File: src/rtl/matrix_uart_print_pkg.sv
// Shared constants and encodings for the matrix UART printer.
//   ELEM_W / MAX_DIM : element width and largest legal row/column count
//   ASCII_*          : characters emitted on the UART
//   state_t          : printer FSM states
//   char_sel_t       : which character of the current token is being sent
package matrix_uart_print_pkg;

    localparam int ELEM_W  = 8;
    localparam int MAX_DIM = 5;

    localparam logic [7:0] ASCII_SPACE = 8'h20;
    localparam logic [7:0] ASCII_CR    = 8'h0D;
    localparam logic [7:0] ASCII_LF    = 8'h0A;
    localparam logic [7:0] ASCII_ZERO  = 8'h30;

    typedef enum logic [2:0] {
        ST_IDLE,
        ST_LOAD,
        ST_SEND,
        ST_WAIT_HI,
        ST_WAIT_LO,
        ST_DONE
    } state_t;

    typedef enum logic [2:0] {
        SEL_HUND,
        SEL_TENS,
        SEL_ONES,
        SEL_SPACE,
        SEL_CR,
        SEL_LF
    } char_sel_t;

endpackage

File: src/rtl/byte_to_dec_digits.sv
// Combinational 8-bit unsigned to three decimal digits.
//   value : input byte
//   hund  : value / 100
//   tens  : (value / 10) % 10
//   ones  : value % 10
//   ndig  : number of significant digits (1..3); 0 counts as one digit
module byte_to_dec_digits (
    input  logic [7:0] value,
    output logic [3:0] hund,
    output logic [3:0] tens,
    output logic [3:0] ones,
    output logic [1:0] ndig
);

    always_comb begin
        hund = 4'(value / 8'd100);
        tens = 4'((value / 8'd10) % 8'd10);
        ones = 4'(value % 8'd10);
        if (value >= 8'd100)
            ndig = 2'd3;
        else if (value >= 8'd10)
            ndig = 2'd2;
        else
            ndig = 2'd1;
    end

endmodule

File: src/rtl/matrix_uart_print.sv
// Prints a latched matrix over a byte-wise UART transmitter as ASCII decimal,
// row-major, space separated within a row, CR LF after each row.
//   clk, rst_n    : clock, asynchronous active-low reset
//   start         : print request, only honoured in IDLE
//   mat_m, mat_n  : row / column count (legal range 1..MAX_DIM)
//   mat_data_flat : element k = r*n + c at bits [k*ELEM_W +: ELEM_W]
//   tx_busy       : UART busy flag
//   tx_data       : byte to send, valid with tx_start
//   tx_start      : one-cycle send request
//   busy          : print in progress
//   done          : one-cycle completion pulse
//   err           : pulses with done when the dimensions were illegal
module matrix_uart_print #(
    parameter int ELEM_W  = 8,
    parameter int MAX_DIM = 5,
    parameter int DATA_W  = 200
) (
    input  logic              clk,
    input  logic              rst_n,
    input  logic              start,
    input  logic [3:0]        mat_m,
    input  logic [3:0]        mat_n,
    input  logic [DATA_W-1:0] mat_data_flat,
    input  logic              tx_busy,
    output logic [7:0]        tx_data,
    output logic              tx_start,
    output logic              busy,
    output logic              done,
    output logic              err
);

    import matrix_uart_print_pkg::*;

    localparam logic [3:0] MAX_DIM4 = 4'(MAX_DIM);

    state_t            state_q, state_d;
    char_sel_t         sel_q, sel_d;
    logic [3:0]        m_q, m_d, n_q, n_d;
    logic [DATA_W-1:0] data_q, data_d;
    logic [2:0]        r_q, r_d, c_q, c_d;
    logic [4:0]        idx_q, idx_d;
    logic [3:0]        hund_q, hund_d, tens_q, tens_d, ones_q, ones_d;
    logic              busy_d, done_d, err_d;

    logic [ELEM_W-1:0] elem;
    logic [3:0]        dig_h, dig_t, dig_o;
    logic [1:0]        ndig;
    logic              dims_bad, last_col, last_row;

    // Elements are read from the latched copy so input changes mid-print
    // cannot disturb the output.
    assign elem = data_q[32'(idx_q) * ELEM_W +: ELEM_W];

    byte_to_dec_digits u_digits (
        .value (elem),
        .hund  (dig_h),
        .tens  (dig_t),
        .ones  (dig_o),
        .ndig  (ndig)
    );

    assign dims_bad = (mat_m == 4'd0) || (mat_m > MAX_DIM4) ||
                      (mat_n == 4'd0) || (mat_n > MAX_DIM4);
    assign last_col = ({1'b0, c_q} == (n_q - 4'd1));
    assign last_row = ({1'b0, r_q} == (m_q - 4'd1));

    // tx_start is combinational so the first byte leaves the cycle after LOAD;
    // gating with tx_busy guarantees it never overlaps a busy UART.
    assign tx_start = (state_q == ST_SEND) && !tx_busy;

    always_comb begin
        tx_data = 8'h00;
        if (state_q == ST_SEND) begin
            case (sel_q)
                SEL_HUND:  tx_data = ASCII_ZERO | {4'h0, hund_q};
                SEL_TENS:  tx_data = ASCII_ZERO | {4'h0, tens_q};
                SEL_ONES:  tx_data = ASCII_ZERO | {4'h0, ones_q};
                SEL_SPACE: tx_data = ASCII_SPACE;
                SEL_CR:    tx_data = ASCII_CR;
                SEL_LF:    tx_data = ASCII_LF;
                default:   tx_data = 8'h00;
            endcase
        end
    end

    always_comb begin
        state_d = state_q;
        sel_d   = sel_q;
        m_d     = m_q;
        n_d     = n_q;
        data_d  = data_q;
        r_d     = r_q;
        c_d     = c_q;
        idx_d   = idx_q;
        hund_d  = hund_q;
        tens_d  = tens_q;
        ones_d  = ones_q;
        busy_d  = busy_q_int();
        done_d  = 1'b0;
        err_d   = 1'b0;

        case (state_q)
            ST_IDLE: begin
                if (start) begin
                    m_d    = mat_m;
                    n_d    = mat_n;
                    data_d = mat_data_flat;
                    r_d    = 3'd0;
                    c_d    = 3'd0;
                    idx_d  = 5'd0;
                    if (dims_bad) begin
                        done_d = 1'b1;
                        err_d  = 1'b1;
                    end else begin
                        busy_d  = 1'b1;
                        state_d = ST_LOAD;
                    end
                end
            end
            ST_LOAD: begin
                hund_d = dig_h;
                tens_d = dig_t;
                ones_d = dig_o;
                // Skip leading zeros: start at the most significant nonzero digit.
                case (ndig)
                    2'd3:    sel_d = SEL_HUND;
                    2'd2:    sel_d = SEL_TENS;
                    default: sel_d = SEL_ONES;
                endcase
                state_d = ST_SEND;
            end
            ST_SEND: begin
                if (!tx_busy)
                    state_d = ST_WAIT_HI;
            end
            ST_WAIT_HI: begin
                if (tx_busy)
                    state_d = ST_WAIT_LO;
            end
            ST_WAIT_LO: begin
                if (!tx_busy) begin
                    state_d = ST_SEND;
                    case (sel_q)
                        SEL_HUND: sel_d = SEL_TENS;
                        SEL_TENS: sel_d = SEL_ONES;
                        SEL_ONES: sel_d = last_col ? SEL_CR : SEL_SPACE;
                        SEL_CR:   sel_d = SEL_LF;
                        SEL_SPACE: begin
                            c_d     = c_q + 3'd1;
                            idx_d   = idx_q + 5'd1;
                            state_d = ST_LOAD;
                        end
                        SEL_LF: begin
                            if (last_row) begin
                                busy_d  = 1'b0;
                                done_d  = 1'b1;
                                state_d = ST_DONE;
                            end else begin
                                c_d     = 3'd0;
                                r_d     = r_q + 3'd1;
                                idx_d   = idx_q + 5'd1;
                                state_d = ST_LOAD;
                            end
                        end
                        default: state_d = ST_IDLE;
                    endcase
                end
            end
            ST_DONE: state_d = ST_IDLE;
            default: state_d = ST_IDLE;
        endcase
    end

    function automatic logic busy_q_int();
        return busy;
    endfunction

    always_ff @(posedge clk or negedge rst_n) begin
        if (!rst_n) begin
            state_q <= ST_IDLE;
            sel_q   <= SEL_HUND;
            m_q     <= '0;
            n_q     <= '0;
            data_q  <= '0;
            r_q     <= '0;
            c_q     <= '0;
            idx_q   <= '0;
            hund_q  <= '0;
            tens_q  <= '0;
            ones_q  <= '0;
            busy    <= 1'b0;
            done    <= 1'b0;
            err     <= 1'b0;
        end else begin
            state_q <= state_d;
            sel_q   <= sel_d;
            m_q     <= m_d;
            n_q     <= n_d;
            data_q  <= data_d;
            r_q     <= r_d;
            c_q     <= c_d;
            idx_q   <= idx_d;
            hund_q  <= hund_d;
            tens_q  <= tens_d;
            ones_q  <= ones_d;
            busy    <= busy_d;
            done    <= done_d;
            err     <= err_d;
        end
    end

endmodule

File: config.mk
export PLATFORM = sky130hd
export DESIGN_NAME = matrix_uart_print
export DESIGN_NICKNAME = d
export VERILOG_FILES = /design/src/rtl/matrix_uart_print_pkg.sv /design/src/rtl/byte_to_dec_digits.sv /design/src/rtl/matrix_uart_print.sv
export SDC_FILE = /design/constraint.sdc
export NUM_CORES = 1
export LEC_CHECK = 0
export CORE_MARGIN = 2
export CORE_UTILIZATION = 53
export DETAILED_ROUTE_END_ITERATION = 6
export HOLD_SLACK_MARGIN = 0.02
export PLACE_DENSITY_LB_ADDON = 0.05
export SLEW_MARGIN = 20
export SYNTH_ARGS = -nofsm -noshare
export SYNTH_HDL_FRONTEND = slang
export SYNTH_SLANG_ARGS = --single-unit
File: constraint.sdc
create_clock -name clk -period 4 [get_ports clk]
set_input_delay 0.4 -clock clk [delete_from_list [all_inputs] [get_ports clk]]
set_output_delay 0.4 -clock clk [all_outputs]
set_load 0.01 [all_outputs]
* After elaboration in Yosys (flattened, before gate mapping)
Cells that the tools add are included.
Storage, ports and cells: register bits after elaboration 240, input bits 212, output and inout bits 12, logic and storage cells 114
Operators by class: add/subtract/negate cells 5, divide/modulo/power cells 4, $lt $le $gt $ge 4, eq/ne operators 24, shift-type cells 1, multiplexer cells 44, reduce and logical (&&, ||, !) cells 18
Operators by type and width (count):
- $shiftx A200 B9 Y8 | 1
- $mux W3 | 14
- $pmux W6 S6 | 1
- $pmux W3 S2 | 4
- $pmux W5 S2 | 2
- $mod A8 B4 Y8 const B | 2
- $ne A2 B2 Y1 const B | 8
- $mux W5 | 3
- $pmux W3 S5 | 1
- $reduce_and A5 Y1 | 3
- $eq A3 B2 Y1 const B | 4
- $pmux W3 S4 | 1
- $mux W1 | 11
- $eq A3 B3 Y1 const B | 3
- $pmux W3 S3 | 1
- $div A8 B4 Y8 const B | 1
- $div A8 B7 Y8 const B | 1
- $eq A3 B4 Y1 | 2
- $ge A8 B4 Y1 const B | 1
- $ge A8 B7 Y1 const B | 1
- $gt A4 B3 Y1 const B | 2
- $logic_not A4 Y1 | 2
- $mux W8 | 1
- $sub A4 B1 Y4 const B | 2
- other kinds (19) | 28

* Logic depth before layout (Yosys ltp)
Gate-level depths: netlist (run 1).
depth after elaboration 7, gate-level depth with buffers 20

* Hierarchy
From an unflattened synthesis (run 1), not the netlist that was laid out.
Second synthesis, totals: cell total of the unflattened synthesis 1368, area total of the unflattened synthesis 12011.5 um2
By module, submodules not included:
- matrix_uart_print | times used 1, cells an instance 1256, area each 11274.6 um2, seq. area each 6005.8 um2
- byte_to_dec_digits | times used 1, cells an instance 112, area each 737.0 um2, seq. area each 0.0 um2

* Worst setup path after synthesis (run 1)
OpenSTA, ideal clock, no wires.
path kind register to register, start point register idx_q[0], end point register tens_q[3], setup time 133 ps, arrival 3542 ps, path slack 325 ps, stages on the path, launching flop included 17, buffers on the path 2, clock period less this slack 3675 ps, path through dfrtp_1 > buf_6 > mux4_2 > or2_0 > a221oi_2 > nor2_1 > clkbuf_1 > maj3_1 > o2bb2ai_1 > inv_1 > ha_1 > nand3_1 > nand2_1 > a21oi_1 > ha_1 > a2111oi_1 > nor2b_1
Between the ends: cells in the longest elaborated chain, start to end 3
RTL lines:
- start, declared | RTL line matrix_uart_print.sv:41 | logic [4:0] idx_q, idx_d;
- start signal, assigned | RTL line matrix_uart_print.sv:202 | idx_q <= idx_d;
- $shiftx A200 B9 Y8 | RTL line matrix_uart_print.sv:52 | assign elem = data_q[32'(idx_q) * ELEM_W +: ELEM_W];
- $div A8 B4 Y8 | RTL line byte_to_dec_digits.sv:17 | tens = 4'((value / 8'd10) % 8'd10);
- $mod A8 B4 Y8 | RTL line byte_to_dec_digits.sv:17
- end signal, assigned | RTL line matrix_uart_print.sv:204 | tens_q <= tens_d;
- end, declared | RTL line matrix_uart_print.sv:42 | logic [3:0] hund_q, hund_d, tens_q, tens_d, ones_q, ones_d;
Every way passes these cells. A chain may end at the register's enable or synchronous reset.

* Worst setup path in the final report (run 1)
Ends and elaborated chain as after synthesis.

==> results by group, run 1 <==
Clock tree
  • Root Driver: clkbuf_16
  • CTS H-tree lvls: 1
  • Worst-Skew Late Latency: 540 ps
  • Clk buf depth: 3
  • Clk slew on worst S/H paths: 60 ps
  • TritonCTS Sinks: 238
  • CTS tree: yes
  • Num CTS Buffers: 26

Placed design
  • Gpl congestion: 0.865
  • Port Buffers: 221
  • Hpwl dp: 24100 µm
  • DP Area: 0.0147 mm²
  • Inst Count DP: 1826
  • Place WS: 104 ps

Critical path
  • FF-to-FF Start: idx_q[0]$_DFFE_PN0P_
  • CP startpoint: idx_q[0]$_DFFE_PN0P_
  • WP buf/inv: 2
  • Critical path depth: 17
  • CP Data Arrival Time: 4270 ps
  • Top Family by Delay on Critical Path: compound AO/OA/AOI/OAI gates
  • Critical Path End Type: flip-flop
  • Worst endpoint required time: 4400 ps
  • Most used cell, CP: a21oi_1
  • Crit path largest cell delay: 580 ps
  • Startpoint types: flip-flop
  • Worst path slowest cell: or4_4
  • Worst-path fanout max: 16
  • Setup Crit Path Kind: flip-flop to flip-flop
  • FF-to-FF End: tens_q[3]$_DFFE_PN0P_
  • CP Cell Sequence: buf_12, buf_4, mux4_2, o22ai_1, a21oi_1, nand2_2, or4_4, a31o_4, a31oi_4, o32ai_4, nand3_1, nand2_1, a21oi_1, ha_2, o21a_1, a21oi_1, nor2b_1
  • Worst R2R Setup Slack: 140 ps
  • Crit path to: tens_q[3]$_DFFE_PN0P_
  • Worst R2R Path Depth: 17

Routing
  • Vias: 10400
  • Wirelength per Cell: 18.0 µm
  • Metal-1 WL: 14500 µm
  • Metal2 WL: 16600 µm
  • Max layer used: met5
  • DRC viols: 0
  • Vias per inst: 5.49
  • WL final: 33900 µm
  • Met3 Wirelength: 1910 µm
  • Initial drt markers: 720
  • First-pass iteration count of the detailed router: 5
  • ANT nets after route: 0

Worst hold path
  • HP Class: input pin to flip-flop
  • WHS Path Cells: 3

Cells and area
  • Antenna cells: 0
  • Layout cell share with drive strength beyond 1: 11.7%
  • Commonest non-fill, non-tap cell in the layout: nand2_1
  • Fin area: 0.0158 mm²
  • Final Core Density: 70.2%
  • Filler Cell Count: 1797
  • Area of the multi-input gates: 0.00579 mm²
  • Final Instance Count excl. Fillers: 1886
  • Commonest cells after routing, fill and taps aside: nand2_1, dfrtp_1, clkdlybuf4s50_1
  • Reg area: 0.00596 mm²
  • Nets: 1803
  • Layout area overhead: 30.8%

Status
  • Run status: finished clean

GRT
  • First-pass GRT wire length: 54200 µm
  • All-Layer GR Usage: 28.7%
  • Initial antenna violation count: 1
  • Number of global-route vias before repair: 10300
  • GRT overflow: 0
  • Pin count of the biggest net entering global routing: 207

Yosys
  • EDFF count, synth: 0
  • Sequential area share after synthesis: 49.3%
  • Yosys cell types: 82
  • Mapped Cells: 1354
  • Post-synth top area share: 49.3%
  • FF+latch count, synth: 238
  • Yosys top cell by area: dfrtp_1
  • Post-synthesis adder-cell area fraction: 1.10%
  • Post-synthesis xor/xnor area fraction: 1.38%
  • Synth Area in Compound Gates: 9.00%
  • Syn_area_per_cell: 8.91 µm²
  • Simple-gate portion of the synthesized area: 25.8%
  • Ranking of synthesized cells by area: dfrtp_1, nand2_1, mux4_2
  • Ys async rst share: 100%
  • Mux contribution to synthesized area: 9.69%
  • Primary FF master, synth: dfrtp_1
  • Main combinational cell family by area after synthesis: simple AND/OR/NAND/NOR gates
  • Post-Syn Area: 0.0121 mm²
  • YS warnings: 0

Pwr
  • Comb power frac: 43.5%
  • Int Pwr: 7.14 mW
  • Overall power: 11.7 mW
  • P_sw: 4.60 mW
  • Pwr Density: 744 mW/mm²
  • Net Sw Frac: 39.2%
  • VDD IR max: 651 µV
  • Leakage Power: 7.41 nW
  • Clk network pwr share: 20.2%
  • Sequential power share: 36.3%

Job
  • Max-cap viol count: 0

Timing
  • Rel. slew slack: 33.5%
  • Clock Skew: 14.4 ps
  • Post-route clock period utilization: 96.6%
  • FMAX: 0.259 GHz
  • Max Slew Vio Count: 0
  • Post-route setup TNS: 0 ps
  • # setup viols final: 0
  • Worst hold margin: 385 ps
  • Period minus WS final: 3860 ps
  • RSZ-0062 raised after global routing: yes
  • Post-route setup slack: 135 ps
  • Hold Fails Final Rpt: 0
  • Slew of the pin with the lowest slew margin: 997 ps

Floorplanning
  • Core Area: 0.0225 mm²
  • Die X: 155 µm
  • # IOs: 224
  • Die H: 155 µm
  • Die Area: 0.0240 mm²
  • Initial Util: 53.6%
  • Num rows: 55
-- per-layer routing --
layer	vias to the layer above	GRT usage (%)
met2	338	47.0
met4	2	9.04
met5	-	0
met3	63	4.09
li1	4950	-
met1	5001	40.0
-- area by class of cell --
type,count,area share [%]
Multi-Input combinational cell,1023,36.7
Timing Repair Buffer,281,17.7
Tap cell,285,2.26
Clock buffer,36,4.61
Inverter,12,0.301
Clock inverter,11,0.761
Sequential cell,238,37.7
-- registers in the layout, indices dropped and copies added (netlist names) --
register / cells
hund_q: 2
sel_q: 3
ones_q: 4
tens_q: 4
m_q: 4
err: 1
done: 1
idx_q: 5
n_q: 4
data_q: 200
state_q: 3
busy: 1
r_q: 3
c_q: 3
-- Yosys cell counts, types with 8 or more instances --
cell type    n
nand2_1    659
buf_2       11
clkbuf_1    55
nand3_1     15
a22oi_1      8
o21ai_0     33
a211oi_1     9
ha_1         9
nor2b_1      9
dfrtp_1    238
xnor2_1     16
nor3_1       9
o22ai_1      9
mux2i_1     19
a21oi_1     27
mux4_2      43
nor2_1      48
inv_1       11
-- cell families (layout without fill, tap and decap cells) --
kind of cell    count (synthesis)  after routing
simple gates                  778            778
flops                         238            238
compound gates                150            150
buf+inv                        94            340
mux                            63             63
xor+xnor                       19             19
fa+ha+maj                      11             11
other cells                     1              2
-- power groups by stage --
stage               logic (mW)  registers [mW]  clock network, mW
floorplan                 3.52            3.94                  0
global placement          4.83            4.27                  0
detailed placement        4.92            4.28                  0
CTS                       4.95            4.26               2.40
global route              5.71            4.39               2.52
finish                    5.11            4.26               2.37
-- worst min-delay path: cells and delay by family --
family                 cells  cell delay (ps)
buffers and inverters      1              390
AND/OR/NAND/NOR            2               90
-- worst min path at each step --
stage,startpoint,slack (ps),to
after detailed placement,data_q[63]$_DFFE_PN0P_,460,data_q[63]$_DFFE_PN0P_
after floorplan,rst_n,100,busy$_DFFE_PN0P_
after global placement,data_q[62]$_DFFE_PN0P_,450,data_q[62]$_DFFE_PN0P_
after global routing,mat_data_flat[100],380,data_q[100]$_DFFE_PN0P_
final,mat_data_flat[2],380,data_q[2]$_DFFE_PN0P_
after CTS,mat_data_flat[112],380,data_q[112]$_DFFE_PN0P_
-- timing repair --
item,CTS,global route
hold buffers,1,0
resized for setup,0,26
hold endpoints to repair,111,0
endpoints found under the setup margin,0,3
setup buffers,0,12
Note: power is estimated with default switching activity, not from simulation.
==> run 2, diff against run 1 <==
--- a/config.mk
+++ b/config.mk
@@ -9,7 +9,7 @@
 export CORE_UTILIZATION = 53
 export DETAILED_ROUTE_END_ITERATION = 6
 export HOLD_SLACK_MARGIN = 0.02
-export PLACE_DENSITY_LB_ADDON = 0.05
+export PLACE_DENSITY = 0.93
 export SLEW_MARGIN = 20
 export SYNTH_ARGS = -nofsm -noshare
 export SYNTH_HDL_FRONTEND = slang
==> results by group, run 2 (synthesized netlist as in run 1, its figures left out) <==
Routing
  • Vias per inst: 5.91 (+7.6%)
  • First-pass iteration count of the detailed router: 6 (+1)
  • Wirelength per Cell: 19.5 µm (+8.6%)
  • Vias: 11100 (+7.2%)
  • ANT nets after route: 0 (unchanged)
  • Initial drt markers: 1204 (+67%)
  • WL final: 36700 µm (+8.2%)
  • DRC viols: 0 (unchanged)

Cells and area
  • Largest regs: data_q (200), idx_q (5)
  • Layout cell share with drive strength beyond 1: 11.5% (-0.19 points)
  • Area of the multi-input gates: 0.00581 mm² (+0.32%)
  • Flip-flop count of the largest register after layout: 200 (unchanged)
  • Nets: 1795 (-0.44%)
  • Layout area overhead: 31.3%
  • Reg area: 0.00596 mm² (unchanged)
  • Commonest non-fill, non-tap cell in the layout: nand2_1
  • Commonest cells after routing, fill and taps aside: nand2_1, dfrtp_1, clkdlybuf4s50_1
  • Filler Cell Count: 1482 (-18%)
  • Antenna cells: 0 (unchanged)
  • Largest Register: data_q

Critical path
  • Worst R2R Path Depth: 16 (-1)
  • Worst endpoint required time: 4420 ps (+20 ps)
  • Worst R2R Setup Slack: 100 ps (-30 ps)
  • Most used cell, CP: nor2_1
  • Setup Crit Path Kind: flip-flop to flip-flop
  • FF-to-FF Start: idx_q[3]$_DFFE_PN0P_
  • FF-to-FF End: tens_q[3]$_DFFE_PN0P_
  • CP Cell Sequence: buf_4, nor2_1, a22oi_2, a211oi_4, nor2_1, or4_4, a31o_1, a31oi_2, o32ai_4, nand3_1, nand2_1, a21oi_2, ha_2, o21a_1, a21oi_1, nor2b_1
  • CP startpoint: idx_q[3]$_DFFE_PN0P_
  • Startpoint types: flip-flop
  • Worst-path fanout max: 10 (-6)
  • Critical Path End Type: flip-flop
  • Crit path largest cell delay: 530 ps (-50 ps)
  • CP Data Arrival Time: 4320 ps (+50 ps)
  • Worst path slowest cell: dfrtp_1

Timing
  • Slew of the pin with the lowest slew margin: 1030 ps (+32.9 ps)
  • Rel. slew slack: 31.3% (-2.2 points)
  • Post-route clock period utilization: 97.5% (+0.87 points)
  • Post-route setup TNS: 0 ps (unchanged)
  • Hold Fails Final Rpt: 0 (unchanged)
  • Post-route setup slack: 100 ps (-34.8 ps)
  • # setup viols final: 0 (unchanged)
  • Period minus WS final: 3900 ps (+34.8 ps)
  • Max Slew Vio Count: 0 (unchanged)
  • FMAX: 0.256 GHz (-0.89%)
  • Clock Skew: 25.0 ps (+10.6 ps)

Floorplanning
  • Die Area: 0.0240 mm² (unchanged)
  • Num rows: 55 (unchanged)
  • Core Area: 0.0225 mm² (unchanged)
  • # IOs: 224 (unchanged)
  • Die H: 155 µm (unchanged)
  • Die X: 155 µm (unchanged)
  • Initial Util: 53.6% (unchanged)

Pwr
  • Net Sw Frac: 40.0% (+0.75 points)
  • Int Pwr: 7.27 mW (+1.9%)
  • P_sw: 4.84 mW (+5.2%)
  • Sequential power share: 35.6% (-0.7 points)
  • Comb power frac: 43.2% (-0.3 points)
  • Leakage Power: 7.42 nW (+0.14%)
  • VDD IR max: 442 µV (-32%)
  • Clk network pwr share: 21.2% (+1.0 points)
  • Pwr Density: 764 mW/mm² (+2.8%)

Clock tree
  • Clk buf depth: 3 (unchanged)
  • Num CTS Buffers: 26 (unchanged)
  • Worst-Skew Late Latency: 560 ps (+20 ps)
  • TritonCTS Sinks: 238 (unchanged)
  • Clk slew on worst S/H paths: 60 ps (about the same)
  • Root Driver: clkbuf_16
  • CTS tree: yes
  • CTS H-tree lvls: 1 (unchanged)

Worst hold path
  • WHS Path Cells: 3 (unchanged)
  • Worst Hold Path EP: data_q[26]$_DFFE_PN0P_
  • HP Class: input pin to flip-flop
  • HP Start: mat_data_flat[26]

GRT
  • Number of global-route vias before repair: 11100 (+7.5%)
  • All-Layer GR Usage: 30.1% (+1.5 points)
  • GRT overflow: 0 (unchanged)
  • Pin count of the biggest net entering global routing: 207 (unchanged)
  • First-pass GRT wire length: 57100 µm (+5.2%)
  • Initial antenna violation count: 0 (-1)

Status
  • Run status: finished clean

Placed design
  • Hpwl dp: 25100 µm (+4.3%)
  • Place WS: 29.0 ps (-75.0 ps)
  • Gpl congestion: 0.931 (+7.7%)
  • Port Buffers: 221 (unchanged)

Job
  • Max-cap viol count: 0 (unchanged)
-- run 2: power by group through the flow --
| stage | Combinational, mW | Sequential [mW] | Clock (mW) |
|---|---|---|---|
| 6_report | 5.23 | 4.31 | 2.57 |
| 5_1_grt | 5.78 | 4.40 | 2.69 |
| 4_1_cts | 4.97 | 4.27 | 2.59 |
| 3_5_place_dp | 4.88 | 4.26 | 0 |
| 3_3_place_gp | 4.70 | 4.21 | 0 |
| 2_1_floorplan | 3.52 | 3.94 | 0 |
-- run 2: timing repair --
item                       in CTS  in global routing
hold buffers                    1                  0
setup endpoints to repair       1                  3
pin swaps                       0                 10
hold endpoints to repair      118                  0
buffers inserted                2                 11
gates cloned                    0                  1
gates resized for setup         2                 33
-- run 2: per-stage QoR --
step / cells / hold slack, ps / power, mW / utilization [%] / instance area [µm²]
final: 1878 / 368 / 12.1 / 70.4 / 15900
after global routing: 1878 / 369 / 12.9 / 70.4 / 15900
after CTS: 1866 / 361 / 11.8 / 69.4 / 15600
after detailed placement: 1816 / 460 / 9.14 / 65.1 / 14600
after global placement: 1816 / 453 / 8.90 / 65.1 / 14600
after floorplan: 1355 / 104 / 7.46 / - / 12100
-- run 2: area by class of cell --
type | instances | share of cell area (%)
inverter | 12 | 0.300
multi-input combinational | 1023 | 36.7
clock buffer | 34 | 4.61
timing repair buffer | 273 | 17.3
sequential | 238 | 37.6
clock inverter | 13 | 1.27
tap | 285 | 2.25
-- run 2: layer usage --
layer	part of all wire (%)	GRT usage [%]	routed length (µm)
met5	0	0	0
met3	7.7	4.32	2840
met1	37	38.3	13600
met2	50	51.9	18300
met4	5.3	13.2	1930
-- run 2: worst max-delay path by stage --
| stage | endpoint | slack, ps | cells past startpoint |
|---|---|---|---|
| 6_report | tens_q[3]$_DFFE_PN0P_ | 100 | 16 |
| 3_3_place_gp | tens_q[3]$_DFFE_PN0P_ | -20 | 15 |
| 2_1_floorplan | tens_q[3]$_DFFE_PN0P_ | 330 | 16 |
| 4_1_cts | tens_q[3]$_DFFE_PN0P_ | 70 | 16 |
| 5_1_grt | tens_q[3]$_DFFE_PN0P_ | -40 | 16 |
| 3_5_place_dp | tens_q[3]$_DFFE_PN0P_ | 30 | 16 |
-- run 2: critical path: cells and delay by family (launching register included) --
kind | cells | cell delay [ps]
AO/OA/AOI/OAI | 8 | 1420
AND/OR/NAND/NOR | 6 | 1350
flip-flops | 1 | 530
buffers and inverters | 1 | 240
adder cells (fa/ha/maj) | 1 | 210
